<file path="config.mk">
export PLATFORM = sky130hd
export DESIGN_NAME = mux_32_arbiter
export DESIGN_NICKNAME = d
export VERILOG_FILES = /design/src/rtl/mux_pkg.sv /design/src/rtl/mux_32_arbiter_rr_pick.sv /design/src/rtl/mux_32_arbiter.sv
export SDC_FILE = /design/constraint.sdc
export NUM_CORES = 1
export LEC_CHECK = 0
export CORE_ASPECT_RATIO = 0.6
export CORE_MARGIN = 1
export CORE_UTILIZATION = 40
export CTS_CLUSTER_SIZE = 14
export DETAILED_ROUTE_END_ITERATION = 7
export PLACE_DENSITY = 0.85
export SKIP_CTS_REPAIR_TIMING = 1
export SYNTH_ARGS = -nofsm -noshare
export SYNTH_HDL_FRONTEND = slang
export SYNTH_HIERARCHICAL = 1
export SYNTH_SLANG_ARGS = --single-unit
</file>
<file path="constraint.sdc">
create_clock -name clock -period 4.9 [get_ports clock]
set_input_delay 0.735 -clock clock [delete_from_list [all_inputs] [get_ports clock]]
set_output_delay 0.735 -clock clock [all_outputs]
set_load 0.03 [all_outputs]
</file>
<file path="src/rtl/mux_pkg.sv">
// Shared constants and types for the mux_32 read arbiter.
package mux_pkg;

    localparam int unsigned SEL_W     = 5;
    localparam int unsigned MUX_N     = 32;
    localparam int unsigned DEF_NREQ  = 4;
    localparam int unsigned DEF_WIDTH = 32;

    typedef logic [SEL_W-1:0] sel_t;

    // Pointer width for a requester index; at least one bit so ports stay legal for NREQ=1.
    function automatic int unsigned ptr_width(input int unsigned n);
        return (n > 1) ? $clog2(n) : 1;
    endfunction

endpackage

</file>
<file path="src/rtl/mux_32_arbiter_rr_pick.sv">
// Round-robin winner search: first requester at or above rr_ptr, wrapping modulo NREQ.
module rr_pick
    import mux_pkg::*;
#(
    parameter int unsigned NREQ  = DEF_NREQ,
    parameter int unsigned PTR_W = ptr_width(NREQ)
) (
    input  logic [NREQ-1:0]  req,
    input  logic [PTR_W-1:0] rr_ptr,
    output logic [NREQ-1:0]  winner
);

    // Walk the requesters in rotated order and keep only the first hit.
    always_comb begin
        logic        found;
        int unsigned idx;
        winner = '0;
        found  = 1'b0;
        idx    = 0;
        for (int unsigned i = 0; i < NREQ; i++) begin
            idx = 32'(rr_ptr) + i;
            if (idx >= NREQ) begin
                idx = idx - NREQ;
            end
            if (!found && req[idx[PTR_W-1:0]]) begin
                winner[idx[PTR_W-1:0]] = 1'b1;
                found                  = 1'b1;
            end
        end
    end

endmodule

</file>
<file path="src/rtl/mux_32_arbiter.sv">
// Round-robin arbiter sharing one external 32:1 read mux among NREQ requesters.
// Stage G drives grant and mux_select; stage R captures mux_out and flags its owner.
module mux_32_arbiter
    import mux_pkg::*;
#(
    parameter int unsigned NREQ  = DEF_NREQ,
    parameter int unsigned WIDTH = DEF_WIDTH
) (
    input  logic                  clock,
    input  logic                  reset_n,
    input  logic [NREQ-1:0]       req,
    input  logic [SEL_W*NREQ-1:0] sel_in,
    input  logic                  stall,
    output logic [NREQ-1:0]       grant,
    output logic [SEL_W-1:0]      mux_select,
    input  logic [WIDTH-1:0]      mux_out,
    output logic [WIDTH-1:0]      rdata,
    output logic [NREQ-1:0]       rvalid,
    output logic                  busy
);

    localparam int unsigned PTR_W = ptr_width(NREQ);

    logic [PTR_W-1:0] rr_ptr;
    logic [PTR_W-1:0] ptr_next;
    logic [NREQ-1:0]  req_avail;
    logic [NREQ-1:0]  winner;
    sel_t             sel_next;

    // A requester whose grant pulse is high this cycle must re-present req.
    assign req_avail = req & ~grant;

    rr_pick #(
        .NREQ  (NREQ),
        .PTR_W (PTR_W)
    ) u_rr_pick (
        .req    (req_avail),
        .rr_ptr (rr_ptr),
        .winner (winner)
    );

    // Winner's select and the pointer just past it; both hold when nobody wins.
    always_comb begin
        sel_next = mux_select;
        ptr_next = rr_ptr;
        for (int unsigned k = 0; k < NREQ; k++) begin
            if (winner[k]) begin
                sel_next = sel_in[k*SEL_W +: SEL_W];
                ptr_next = (k == NREQ - 1) ? '0 : PTR_W'(k + 1);
            end
        end
    end

    // Stage G: grant pulse, mux select and round-robin pointer.
    always_ff @(posedge clock or negedge reset_n) begin
        if (!reset_n) begin
            grant      <= '0;
            mux_select <= '0;
            rr_ptr     <= '0;
        end else if (!stall) begin
            grant      <= winner;
            mux_select <= sel_next;
            rr_ptr     <= ptr_next;
        end
    end

    // Stage R: capture the shared mux output at the end of a grant cycle.
    always_ff @(posedge clock or negedge reset_n) begin
        if (!reset_n) begin
            rvalid <= '0;
            rdata  <= '0;
        end else if (!stall) begin
            rvalid <= grant;
            if (|grant) begin
                rdata <= mux_out;
            end
        end
    end

    // busy tracks |grant | |rvalid, computed from their next values so it stays registered.
    always_ff @(posedge clock or negedge reset_n) begin
        if (!reset_n) begin
            busy <= 1'b0;
        end else if (!stall) begin
            busy <= (|winner) | (|grant);
        end
    end

endmodule
</file>
=== Word-level counts from Yosys, hierarchy flattened ===
Cells that the tools add are included.

* Memories kept: 0
* Output and inout bits: 46
* Flip-flop bits (word level): 48
* Logic and storage cells: 82
* Memory bits (writable): 0
* Latch bits: 0
* ROM bits: 0
* Input bits: 59

* Muxes and demuxes: 35
* Add/sub/neg operators: 7
* Reduce and logical (&&, ||, !) cells: 15
* Div/mod/pow operators: 0
* Magnitude comparators: 12
* Equal/unequal tests: 0
* Bitwise logic cells: 7
* Shifts and indexed selects: 0
* Multiply operators: 0

{| class="wikitable"
|+ Operators by type and width
! kind !! number
|-
| two-way mux 5 bit || 4
|-
| two-way mux 2 bit || 8
|-
| two-way mux 4 bit || 4
|-
| less-than comparator 2 x 3 -> 1 bit, second input constant || 4
|-
| OR 4 bit || 3
|-
| two-way mux 1 bit || 11
|-
| greater-or-equal comparator 3 bit, second input constant || 3
|-
| binary-select mux 1 bit (select 2 bit) || 4
|-
| demux 1 bit (select 2 bit) || 4
|-
| greater-or-equal comparator 2 x 1 -> 1 bit, second input constant || 4
|-
| OR reduction 4 bit || 2
|-
| subtractor 2 x 1 -> 2 bit, second input constant || 4
|-
| logical AND 1 bit || 7
|-
| adder 2 x 2 -> 3 bit, second input constant || 2
|-
| AND 4 bit || 1
|-
| NOT 4 bit || 1
|-
| AND reduction 2 bit || 2
|-
| nonzero test 4 bit || 1
|-
| adder 2 x 1 -> 3 bit, second input constant || 1
|-
| greater-or-equal comparator 2 x 3 -> 1 bit, second input constant || 1
|-
| logical NOT 1 bit || 3
|-
| NOT 1 bit || 1
|-
| OR 1 bit || 1
|}

=== Longest topological paths before layout ===
Gate-level depths: netlist of the first run.

* Word-level depth: 18
* Depth in mapped cells: 12
* Gate-level depth less buffers: 9

=== Modules after synthesis ===
The synthesis of the first run kept the hierarchy.

{| class="wikitable"
|+ Modules (own cells, without submodules)
! module !! cells an instance !! area an instance (µm²) !! sequential area each (µm²) !! instances
|-
| mux_32_arbiter || 150 || 2028.2 || 1201.2 || 1
|-
| rr_pick || 30 || 302.8 || 0.0 || 1
|}

=== Worst setup path before layout of the first run ===
OpenSTA, ideal clock, no wires.

* Kind: in2reg
* Start point: input port req[3]
* End point: register busy
* Arrival time: 3.141 ns
* Path buffers: 3
* Stages: 11
* Setup time: 0.124 ns
* Data required time: 4.776 ns
* Setup slack: 1.635 ns
* Path through: nor2b_1 -> mux4_2 -> nand2_1 -> o21ai_0 -> a221o_1 -> buf_6 -> or4_4 -> buf_6 -> and2_4 -> buf_6 -> a211o_1

* Word-level cells in the longest chain between the ends: 15
* Elaborated cells between the ends (all ways): 27
* Classes of those cells: 15 x mux; 5 x bitwise; 7 x reduce/logical

{| class="wikitable"
|+ RTL lines
! element !! RTL line !! RTL
|-
| from (decl) || mux_32_arbiter.sv:11 || <nowiki>input logic [NREQ-1:0] req,</nowiki>
|-
| AND 4 bit (*) || mux_32_arbiter.sv:31 || <nowiki>assign req_avail = req & ~grant;</nowiki>
|-
| binary-select mux 1 bit (select 2 bit) || mux_32_arbiter_rr_pick.sv:25 || <nowiki>if (!found && req[idx[PTR_W-1:0]]) begin</nowiki>
|-
| two-way mux 1 bit (not written as such) || mux_32_arbiter_rr_pick.sv:25 ||
|-
| two-way mux 1 bit || mux_32_arbiter_rr_pick.sv:25 ||
|-
| logical NOT 1 bit || mux_32_arbiter_rr_pick.sv:25 ||
|-
| logical AND 1 bit || mux_32_arbiter_rr_pick.sv:25 ||
|-
| two-way mux 1 bit || mux_32_arbiter_rr_pick.sv:25 ||
|-
| logical NOT 1 bit || mux_32_arbiter_rr_pick.sv:25 ||
|-
| logical AND 1 bit || mux_32_arbiter_rr_pick.sv:25 ||
|-
| two-way mux 1 bit || mux_32_arbiter_rr_pick.sv:25 ||
|-
| logical NOT 1 bit || mux_32_arbiter_rr_pick.sv:25 ||
|-
| logical AND 1 bit || mux_32_arbiter_rr_pick.sv:25 ||
|-
| two-way mux 4 bit (*) || mux_32_arbiter_rr_pick.sv:25 ||
|-
| via winner[1] || mux_32_arbiter.sv:27 || <nowiki>logic [NREQ-1:0] winner;</nowiki>
|-
| OR reduction 4 bit (*) || mux_32_arbiter.sv:85 || <nowiki>busy <= (|winner) | (|grant);</nowiki>
|-
| OR 1 bit (*) || mux_32_arbiter.sv:85 ||
|-
| to (signal assigned) || mux_32_arbiter.sv:85 ||
|-
| to (decl) || mux_32_arbiter.sv:19 || <nowiki>output logic busy</nowiki>
|}

Mark *: on every way through the listed nets, which the timed path passes. The rest lies on a longest branch. The select of a mux whose other input is x is not followed.
A chain may end at the register's enable or synchronous reset.

=== Final worst setup path of the first run ===
* Start point: input port req[3]
* End point: register busy

* Word-level cells in the longest chain between the ends: 15
* Elaborated cells between the ends (all ways): 27
* Classes of those cells: 15 x mux; 5 x bitwise; 7 x reduce/logical

{| class="wikitable"
|+ RTL lines
! element !! RTL line !! RTL
|-
| AND 4 bit (*) || mux_32_arbiter.sv:31 ||
|-
| via req_avail[3] || mux_32_arbiter.sv:26 || <nowiki>logic [NREQ-1:0] req_avail;</nowiki>
|-
| binary-select mux 1 bit (select 2 bit) || mux_32_arbiter_rr_pick.sv:25 ||
|-
| two-way mux 1 bit (not written as such) || mux_32_arbiter_rr_pick.sv:25 ||
|-
| two-way mux 1 bit || mux_32_arbiter_rr_pick.sv:25 ||
|-
| logical NOT 1 bit || mux_32_arbiter_rr_pick.sv:25 ||
|-
| logical AND 1 bit || mux_32_arbiter_rr_pick.sv:25 ||
|-
| two-way mux 1 bit || mux_32_arbiter_rr_pick.sv:25 ||
|-
| logical NOT 1 bit || mux_32_arbiter_rr_pick.sv:25 ||
|-
| logical AND 1 bit || mux_32_arbiter_rr_pick.sv:25 ||
|-
| two-way mux 1 bit || mux_32_arbiter_rr_pick.sv:25 ||
|-
| logical NOT 1 bit || mux_32_arbiter_rr_pick.sv:25 ||
|-
| logical AND 1 bit || mux_32_arbiter_rr_pick.sv:25 ||
|-
| two-way mux 4 bit (*) || mux_32_arbiter_rr_pick.sv:25 ||
|-
| via winner[1] || mux_32_arbiter.sv:27 ||
|-
| OR reduction 4 bit (*) || mux_32_arbiter.sv:85 ||
|-
| OR 1 bit (*) || mux_32_arbiter.sv:85 ||
|}

Marks and branches as above.

==> metrics.md, run 1 <==
| Metric | Value |
|---|---|
| Outcome | `completed` |
| Largest family of logic cells by synthesized area | `multiplexers` |
| Nets@finish | `348` |
| Critical Path AT | `3580 ps` |
| Reg-to-reg setup timing slack | `1590 ps` |
| Worst-margin pin slew | `1040 ps` |
| Critical Path End Type | `flip-flop` |
| Final period util | `69.5%` |
| CTS clock-pin slew for the worst setup and hold paths | `80 ps` |
| Syn-to-layout area delta | `51.8%` |
| Worst vdd ir | `0.000368 V` |
| Synth Register Bits | `48` |
| Hold slack | `490 ps` |
| Depth of the CTS H-tree | `2` |
| Syn Inst Count | `180` |
| Num CTS Buffers | `5` |
| Top_reg_cell synth | `dfrtp_1` |
| CTS tree | `done` |
| Worst setup path startpoint | `req[3]` |
| Compound-gate portion of the synthesized area | `8.80%` |
| Share of post-route cells with drive strength above 1 | `18.0%` |
| Max Clock Freq | `0.294 GHz` |
| Ys Warns | `6` |
| Leading cell type in the layout, fill and taps excluded | `clkdlybuf4s50_1` |
| Hold Path Origin | `rdata[27]$_DFFE_PN0P_` |
| Syn Nets | `245` |
| Initial DRC count | `80` |
| Vias per inst | `4.94` |
| Final setup violating endpoints | `0` |
| Mux share of post-synthesis cell area | `24.7%` |
| Die area | `6150 sq um` |
| Post-synthesis sequential area ratio | `51.5%` |
| Die height | `61.1 um` |
| Placer Congestion | `0.787` |
| Crit Path Max Fanout | `10` |
| WL/cell | `15.5 um` |
| Routed vias | `1,797` |
| Critical path cell sequence | `clkdlybuf4s50_1 -> nor2b_1 -> mux4_2 -> nand2_1 -> o21ai_0 -> a221o_1 -> or4_4 -> and2_4 -> a211o_1` |
| Setup Crit Path Kind | `input pin to flip-flop` |
| Post-Syn Area per Cell | `12.9 sq um` |
| Clk Latency, worst-skew pair | `290 ps` |
| Port bufs | `104` |
| Largest net degree at the start of global routing | `49` |
| Antenna Nets Post-Route | `0` |
| Row count | `21` |
| Mapped Area | `2330 sq um` |
| CTS Sinks | `48` |
| Final core occ | `63.2%` |
| Initial Util | `41.6%` |
| Final Hold Viols | `0` |
| DP HPWL | `4.20 mm` |
| WP data required | `5080 ps` |
| Post-Synth XOR/XNOR Area | `0%` |
| Tot GR Track Use | `18.8%` |
| IO Count | `105` |
| P_leak | `0.00143 uW` |
| Global route overflow | `0` |
| Post-synth EDFFs | `0` |
| Number of global-route vias before repair | `1,782` |
| Async SR Flop Fraction | `100%` |
| Pwr dens | `735 nW/um^2` |
| Total length of routed wires | `5.64 mm` |
| Skew final | `6.86 ps` |
| Clock Path Buffers | `2` |
| Max-slew headroom | `30.5%` |
| MaxCap Viol Count | `0` |
| DRC viols | `0` |
| Min-delay worst type | `flip-flop to flip-flop` |
| Total iterations of the first detailed-routing run | `4` |
| Core Area | `5600 sq um` |
| Netlist cell types | `28` |
| RSZ-0062 raised after global routing | `no` |
| CP peak stage delay | `630 ps` |
| Clock root buffer | `clkbuf_8` |
| RR Startpoint | `rr_ptr[0]$_DFFE_PN0P_` |
| Adder-Cell Fraction of Synth Area | `3.22%` |
| Initial antenna violation count | `0` |
| Crit start category | `input pin` |
| Most frequent cells in the layout | `clkdlybuf4s50_1 (103), dfrtp_1 (48), mux2_2 (33), nand2_1 (17), mux2_1 (9)` |
| Setup TNS | `0 ps` |
| N_diodes | `0` |
| Synth Area in Simple Gates | `8.16%` |
| First-pass GRT wire length | `8.68 mm` |
| Die width | `101 um` |
| Max-slew violations | `0` |
| Tmin final | `3400 ps` |
| Worst path slowest cell | `or4_4` |
## cell type report
type,instances,area [sq um]
clock inverters,2,38.8
multi-input cells,117,1050
fillers,448,2060
flip-flops and latches,48,1200
clock buffers,6,82.6
well taps,80,100
repair buffers,105,1040
inverters,6,22.5
## path summary, 6_finish.rpt
check,to,cells past startpoint
max,busy$_DFFE_PN0N_,9
min,rdata[27]$_DFFE_PN0P_,1
max reg2reg,busy$_DFFE_PN0N_,9
min reg2reg,rdata[27]$_DFFE_PN0P_,1
max in group asynchronous,rvalid[0]$_DFFE_PN0N_,1
min in group asynchronous,rdata[31]$_DFFE_PN0P_,1
## stage by stage
step	total power [uW]	std cells	worst slack [ps]	area, sq um
2_1_floorplan	1790	180	1640	2330
5_1_grt	2760	364	1370	3540
3_3_place_gp	2260	356	1290	3420
4_1_cts	2620	364	1510	3540
3_5_place_dp	2310	356	1180	3420
6_report	2600	364	1500	3540
## cells by family (layout without fill, tap and decap cells)
kind of cell / count (synthesis) / after routing
adders and majority gates: 6 / 6
buffers and inverters: 15 / 119
muxes: 47 / 47
AOI/OAI and AO/OA: 31 / 31
and+or+nand+nor: 33 / 33
DFF: 48 / 48
## report_power, final
group          switching (uW)  internal, uW
Combinational             860           724
Sequential                130           590
Clock                     130           167
## worst max-delay path, delay by kind of cell
kind | cells | cell delay (ps)
buffers and inverters | 1 | 390
AO/OA/AOI/OAI | 3 | 730
multiplexers | 1 | 610
AND/OR/NAND/NOR | 4 | 1120
## synth_stat cells (2+ instances only)
cell type	number	area share (%)
nor2_1	2	0.32
o211ai_1	5	1.6
inv_1	6	0.97
a31oi_1	5	1.3
o21ai_0	8	1.7
ha_1	6	3.2
mux2_1	9	4.3
buf_2	3	0.64
clkbuf_1	3	0.48
mux4_2	3	2.9
nand2_1	17	2.7
a221o_1	4	1.7
nand2b_1	5	1.3
dfrtp_1	48	52
a21oi_1	6	1.3
mux2_2	33	16
nor2b_1	4	1.1
buf_6	3	1.4
## routing by layer
layer  wire, um  GRT usage, %
met3        506          6.13
met2       2480          29.9
met4         37          3.73
met5          0             0
met1       2620          25.6
## registers in the layout, summed over array words and instances, names as in the netlist
| signal | count |
|---|---|
| busy | 1 |
| grant | 4 |
| mux_select | 5 |
| rdata | 32 |
| rr_ptr | 2 |
| rvalid | 4 |
No activity file was read; power rests on OpenSTA's default activity.
==> run 2, diff against run 1 <==
CORE_UTILIZATION = 38   (was 40)
clock period = 3.05 ns   (was 4.9 ns; I/O delays follow)
==> run 2 against run 1 <==
  * Wire length grew 1.5%
  * Register-to-register slack lost 1400 ps
  * Final area grew 2.7%
  * Critical endpoint unchanged
  * Clock power grew 77%
  * Clock-buffer cell count shrank 1
  * Power grew 69%
  * Critical path depth is the same
  * Setup slack lost 1400 ps
  * Sequential power grew 57%
  * Global-route usage shrank 0.13 points
  * Flip-flop and latch count is the same
  * First-iteration DRC count shrank 40%
==> metrics.md, run 2 (same netlist as run 1, synthesis figures left out) <==
| Metric | Value |
|---|---|
| Outcome | `completed` |
| Initial DRC count | `48 (-40%)` |
| DRC viols | `0 (unchanged)` |
| Num CTS Buffers | `5 (unchanged)` |
| CTS tree | `done` |
| Total Power | `4390 uW (+69%)` |
| Die width | `103 um (+2.5%)` |
| Int Pwr | `2560 uW (+73%)` |
| Syn-to-layout area delta | `55.9%` |
| Final setup violating endpoints | `0 (unchanged)` |
| WP data required | `3230 ps (-1850 ps)` |
| Finished Layout Cells | `374 (+2.7%)` |
| MaxCap Viol Count | `0 (unchanged)` |
| Global route overflow | `0 (unchanged)` |
| Max-slew violations | `0 (unchanged)` |
| RSZ-0062 raised after global routing | `no` |
| Initial antenna violation count | `0 (unchanged)` |
| Clock root buffer | `clkbuf_8` |
| Clk pwr share | `12.0% (+0.6 points)` |
| Logic pwr share | `62.4% (+1.5 points)` |
| Total length of routed wires | `5.73 mm (+1.5%)` |
| NetSw | `1830 uW (+63%)` |
| Sw Ratio | `41.6% (-1.4 points)` |
| Seq pwr share | `25.7% (-2.0 points)` |
| Row count | `21 (unchanged)` |
| CTS Sinks | `48 (unchanged)` |
| Leading cell type in the layout, fill and taps excluded | `clkdlybuf4s50_1` |
| Number of global-route vias before repair | `1,893 (+6.2%)` |
| Clk Latency, worst-skew pair | `290 ps (about the same)` |
| Clock Path Buffers | `2 (unchanged)` |
| Most frequent cells in the layout | `clkdlybuf4s50_1 (103), dfrtp_1 (47), mux2_2 (33), nand2_1 (17), buf_4 (12)` |
| WL/cell | `15.3 um (-1.2%)` |
| IO Count | `105 (unchanged)` |
| CTS clock-pin slew for the worst setup and hold paths | `90 ps (about the same)` |
| N_diodes | `0 (unchanged)` |
| Crit Path Max Fanout | `7 (-3)` |
| Hold slack | `349 ps (-142 ps)` |
| Total iterations of the first detailed-routing run | `4 (unchanged)` |
| Worst vdd ir | `0.000572 V (+55%)` |
| Core Area | `5730 sq um (+2.3%)` |
| Share of post-route cells with drive strength above 1 | `21.1% (+3.1 points)` |
| Final period util | `96.4%` |
| Placer Congestion | `0.866 (+10%)` |
| Port bufs | `104 (unchanged)` |
| Largest regs | `rdata (32), mux_select (5)` |
| Routed vias | `1,858 (+3.4%)` |
| Antenna Nets Post-Route | `0 (unchanged)` |
| Initial Util | `40.7% (-0.96 points)` |
| Skew final | `6.57 ps (-0.285 ps)` |
| Largest net degree at the start of global routing | `49 (unchanged)` |
| Max Clock Freq | `0.340 GHz` |
| Tot GR Track Use | `18.6% (-0.13 points)` |
| Critical Path End Type | `flip-flop` |
| Die height | `62.7 um (+2.5%)` |
| Crit start category | `input pin` |
| First-pass GRT wire length | `9.20 mm (+6.0%)` |
| Depth of the CTS H-tree | `2 (unchanged)` |
| P_leak | `0.00149 uW (+4.0%)` |
| Final Hold Viols | `0 (unchanged)` |
| Most flop-heavy register | `rdata` |
| Nets@finish | `359 (+3.2%)` |
| Tmin final | `2940 ps` |
| DP HPWL | `4.45 mm (+5.9%)` |
| Critical Path AT | `3120 ps (-460 ps)` |
| Worst-margin pin slew | `1050 ps (+5.99 ps)` |
| Die area | `6460 sq um (+5.1%)` |
| Setup Crit Path Kind | `input pin to flip-flop` |
| Max-slew headroom | `30.1% (-0.40 points)` |
| Min-delay worst type | `input pin to async pin` |
| Max FFs per register | `32 (unchanged)` |
| Vias per inst | `4.97 (+0.63%)` |
| Pwr dens | `1210 nW/um^2 (+64%)` |
| Placed cells | `367 (+3.1%)` |
[run 2: cell types whose count changed in the layout (fill, tap and decap cells not counted), sizes merged]
cell    delta
clkbuf     -1
buf       +11
bufinv     +1
clkinv     -1
[run 2: layer usage]
metal  track usage [%]  up-vias  routed length (um)
met4              2.99        0                  21
met5                 0        -                   0
met3              6.15        4                 432
met2              28.8       78                2590
li1                  -      877                   -
met1              25.9      899                2680
[run 2: worst paths after layout]
kind	cells past startpoint	start	to	slack [ps]
max	9	req[2]	busy$_DFFE_PN0N_	110
min	1	reset_n	rvalid[0]$_DFFE_PN0N_	350
max reg2reg	9	rr_ptr[0]$_DFFE_PN0P_	busy$_DFFE_PN0N_	210
min reg2reg	1	rdata[21]$_DFFE_PN0P_	rdata[21]$_DFFE_PN0P_	490
max in group asynchronous	1	reset_n	rr_ptr[0]$_DFFE_PN0P_	1990
min in group clock	1	rdata[21]$_DFFE_PN0P_	rdata[21]$_DFFE_PN0P_	490
[run 2: power by group through the flow]
stage | Clock, uW | Combinational [uW] | Sequential [uW]
after floorplan | 0 | 1150 | 1720
after global placement | 0 | 2690 | 1120
after detailed placement | 0 | 2730 | 1140
after CTS | 541 | 2750 | 1130
after global routing | 565 | 2920 | 1170
final | 525 | 2740 | 1130
[run 2: critical path, cell delays in order]
cell and delay (ps):
clkdlybuf4s50_1 460, nor2b_1 250, mux4_2 420, buf_4 160, o21ai_0 80, a221o_1 300, or4_4 560, and2_4 200
a211o_1 220
[run 2: through the flow]
step | worst slack, ps | utilization, % | cell area (sq um) | TNS (ps)
after floorplan | 5.02 | - | 2330 | 0
after global routing | 10.7 | 63.5 | 3630 | 0
final | 111 | 63.5 | 3630 | 0
after detailed placement | -163 | 61.2 | 3510 | -796
after global placement | -98.6 | 61.2 | 3510 | -505
after CTS | 136 | 63.5 | 3630 | 0
[run 2: layout make-up]
type	count	area (sq um)
Fill cell	487	2090
Sequential cell	48	1200
Timing Repair Buffer	116	1130
Multi-Input combinational cell	117	1050
Tap cell	80	100
Clock buffer	5	68.8
Clock inverter	2	60.1
Inverter	6	22.5
==> run 3, diff against run 2 <==
CAP_MARGIN = 20   (was default)
SLEW_MARGIN = 20   (was default)
==> run 3 against run 2 <==
  * Sequential share of layout area about the same
  * Critical endpoint unchanged
  * Combinational power about the same
  * Hold slack worse by 190 ps
==> metrics.md, run 3 (same netlist as run 1, synthesis figures left out) <==
| Metric | Value |
|---|---|
| Outcome | `completed` |
| Global route overflow | `0 (unchanged)` |
| Initial DRC count | `59 (+23%)` |
| Placer Congestion | `0.866 (unchanged)` |
| Pwr dens | `1210 nW/um^2 (about the same)` |
| Reg2Reg Depth | `9 (unchanged)` |
| Skew final | `6.50 ps (-0.0659 ps)` |
| Finished Layout Cells | `374 (unchanged)` |
| Max Clock Freq | `0.340 GHz (about the same)` |
| DP HPWL | `4.45 mm (unchanged)` |
| Number of global-route vias before repair | `1,893 (unchanged)` |
| Leading cell type in the layout, fill and taps excluded | `clkdlybuf4s50_1` |
| Placed cells | `367 (unchanged)` |
| P_leak | `0.00149 uW (about the same)` |
| MaxCap Viol Count | `0 (unchanged)` |
| Worst-margin pin slew | `592 ps (-456 ps)` |
| IO Count | `105 (unchanged)` |
| Initial antenna violation count | `0 (unchanged)` |
| Largest regs | `rdata (32), mux_select (5)` |
| Initial Util | `40.7% (unchanged)` |
| Int Pwr | `2560 uW (about the same)` |
| Clock Path Buffers | `2 (unchanged)` |
| RR Startpoint | `rr_ptr[0]$_DFFE_PN0P_` |
| Final period util | `96.3% (about the same)` |
| Multi-input combinational cell area | `1050 sq um (unchanged)` |
| Share of post-route cells with drive strength above 1 | `21.1% (unchanged)` |
| Crit Path Max Fanout | `7 (unchanged)` |
| Seq pwr share | `25.7% (about the same)` |
| Worst setup path startpoint | `req[2]` |
| Register area | `1200 sq um (unchanged)` |
| Max Used Layer | `met4` |
| Tmin final | `2940 ps (-0.506 ps)` |
| Syn-to-layout area delta | `56.0% (about the same)` |
| Clk pwr share | `12.0% (about the same)` |
| RR Endpoint | `busy$_DFFE_PN0N_` |
| WL/cell | `15.3 um (+0.14%)` |
| Nets@finish | `359 (unchanged)` |
| Die area | `6460 sq um (unchanged)` |
| Tot GR Track Use | `18.6% (unchanged)` |
| CTS Sinks | `48 (unchanged)` |
| First-pass GRT wire length | `9.20 mm (unchanged)` |
| Metal3 WL | `434 um (+0.46%)` |
| WP data required | `3230 ps (about the same)` |
| Worst vdd ir | `0.000572 V (about the same)` |
| Setup TNS | `0 ps (unchanged)` |
| Critical Path End Type | `flip-flop` |
| Die height | `62.7 um (unchanged)` |
| Logic pwr share | `62.4% (about the same)` |
| Port bufs | `104 (unchanged)` |
| Vias per inst | `4.98 (+0.27%)` |
| Max FFs per register | `32 (unchanged)` |
| Final Hold Viols | `0 (unchanged)` |
| Clk Latency, worst-skew pair | `290 ps (about the same)` |
| CTS tree | `done` |
| Antenna Nets Post-Route | `0 (unchanged)` |
| Crit start category | `input pin` |
| N_diodes | `0 (unchanged)` |
| Die width | `103 um (unchanged)` |
| Most flop-heavy register | `rdata` |
| Clock root buffer | `clkbuf_8` |
| Most frequent cells in the layout | `clkdlybuf4s50_1 (103), dfrtp_1 (47), mux2_2 (33), nand2_1 (17), buf_4 (13)` |
| Critical Path AT | `3120 ps (about the same)` |
| M1 WL | `2.67 mm (-0.60%)` |
| NetSw | `1820 uW (about the same)` |
| CTS clock-pin slew for the worst setup and hold paths | `80 ps (about the same)` |
| Sw Ratio | `41.6% (about the same)` |
| Total iterations of the first detailed-routing run | `4 (unchanged)` |
| DRC viols | `0 (unchanged)` |
| Num CTS Buffers | `5 (unchanged)` |
| Largest net degree at the start of global routing | `49 (unchanged)` |
| RSZ-0062 raised after global routing | `no` |
| Depth of the CTS H-tree | `2 (unchanged)` |
| Max-slew violations | `0 (unchanged)` |
| Min-delay worst type | `input pin to async pin` |
| Total length of routed wires | `5.74 mm (+0.14%)` |
| Setup Crit Path Kind | `input pin to flip-flop` |
| Filler cell count | `490 (+0.62%)` |
| Row count | `21 (unchanged)` |
| WL met2 | `2.61 mm (+0.81%)` |
| Final core occ | `63.5% (about the same)` |
| Final setup violating endpoints | `0 (unchanged)` |
| Reg-to-reg setup timing slack | `210 ps (about the same)` |
| Max-slew headroom | `60.5% (+30 points)` |
| Routed vias | `1,863 (+0.27%)` |
| Core Area | `5730 sq um (unchanged)` |
==> run 3: how the worst max path moves through the flow <==
| stage | to | slack (ps) | depth (start not counted) |
|---|---|---|---|
| after global placement | busy$_DFFE_PN0N_ | -100 | 9 |
| final | busy$_DFFE_PN0N_ | 110 | 9 |
| after CTS | busy$_DFFE_PN0N_ | 140 | 8 |
| after detailed placement | busy$_DFFE_PN0N_ | -160 | 8 |
| after global routing | mux_select[4]$_DFFE_PN0P_ | 10 | 9 |
| after floorplan | busy$_DFFE_PN0N_ | 5 | 11 |
==> run 3: layout make-up <==
cell class                      instances  area share [%]
Clock buffer                            5            1.89
Sequential cell                        48            33.1
Multi-Input combinational cell        117            29.0
Tap cell                               80            2.75
Inverter                                6           0.619
Timing Repair Buffer                  116            31.0
Clock inverter                          2            1.65
==> run 3: critical path, cell delays in order <==
cell,delay [ps]
clkdlybuf4s50_1,460
nor2b_1,250
mux4_2,420
buf_4,160
o21ai_0,80
a221o_1,300
or4_4,560
and2_4,200
a211o_1,220
==> run 3: routing by layer <==
metal,GRT usage [%],up-vias
met5,0,-
met4,2.99,0
met3,6.15,4
met2,28.8,79
met1,25.9,903
li1,-,877
==> run 3: metrics by stage <==
step                      power, uW  setup slack, ps  area, sq um  hold WS (ps)
after floorplan                2870             5.02         2330           162
after global placement         3800            -98.6         3510           467
after detailed placement       3880             -163         3510           475
after CTS                      4420              136         3630           384
after global routing           4650             10.7         3640           209
final                          4390              112         3640           162
==> run 3: power by group through the flow <==
stage	Combinational, uW	Sequential, uW	Clock (uW)
floorplan	1150	1720	0
global placement	2690	1120	0
detailed placement	2730	1140	0
CTS	2750	1130	541
global route	2920	1170	565
finish	2740	1130	524
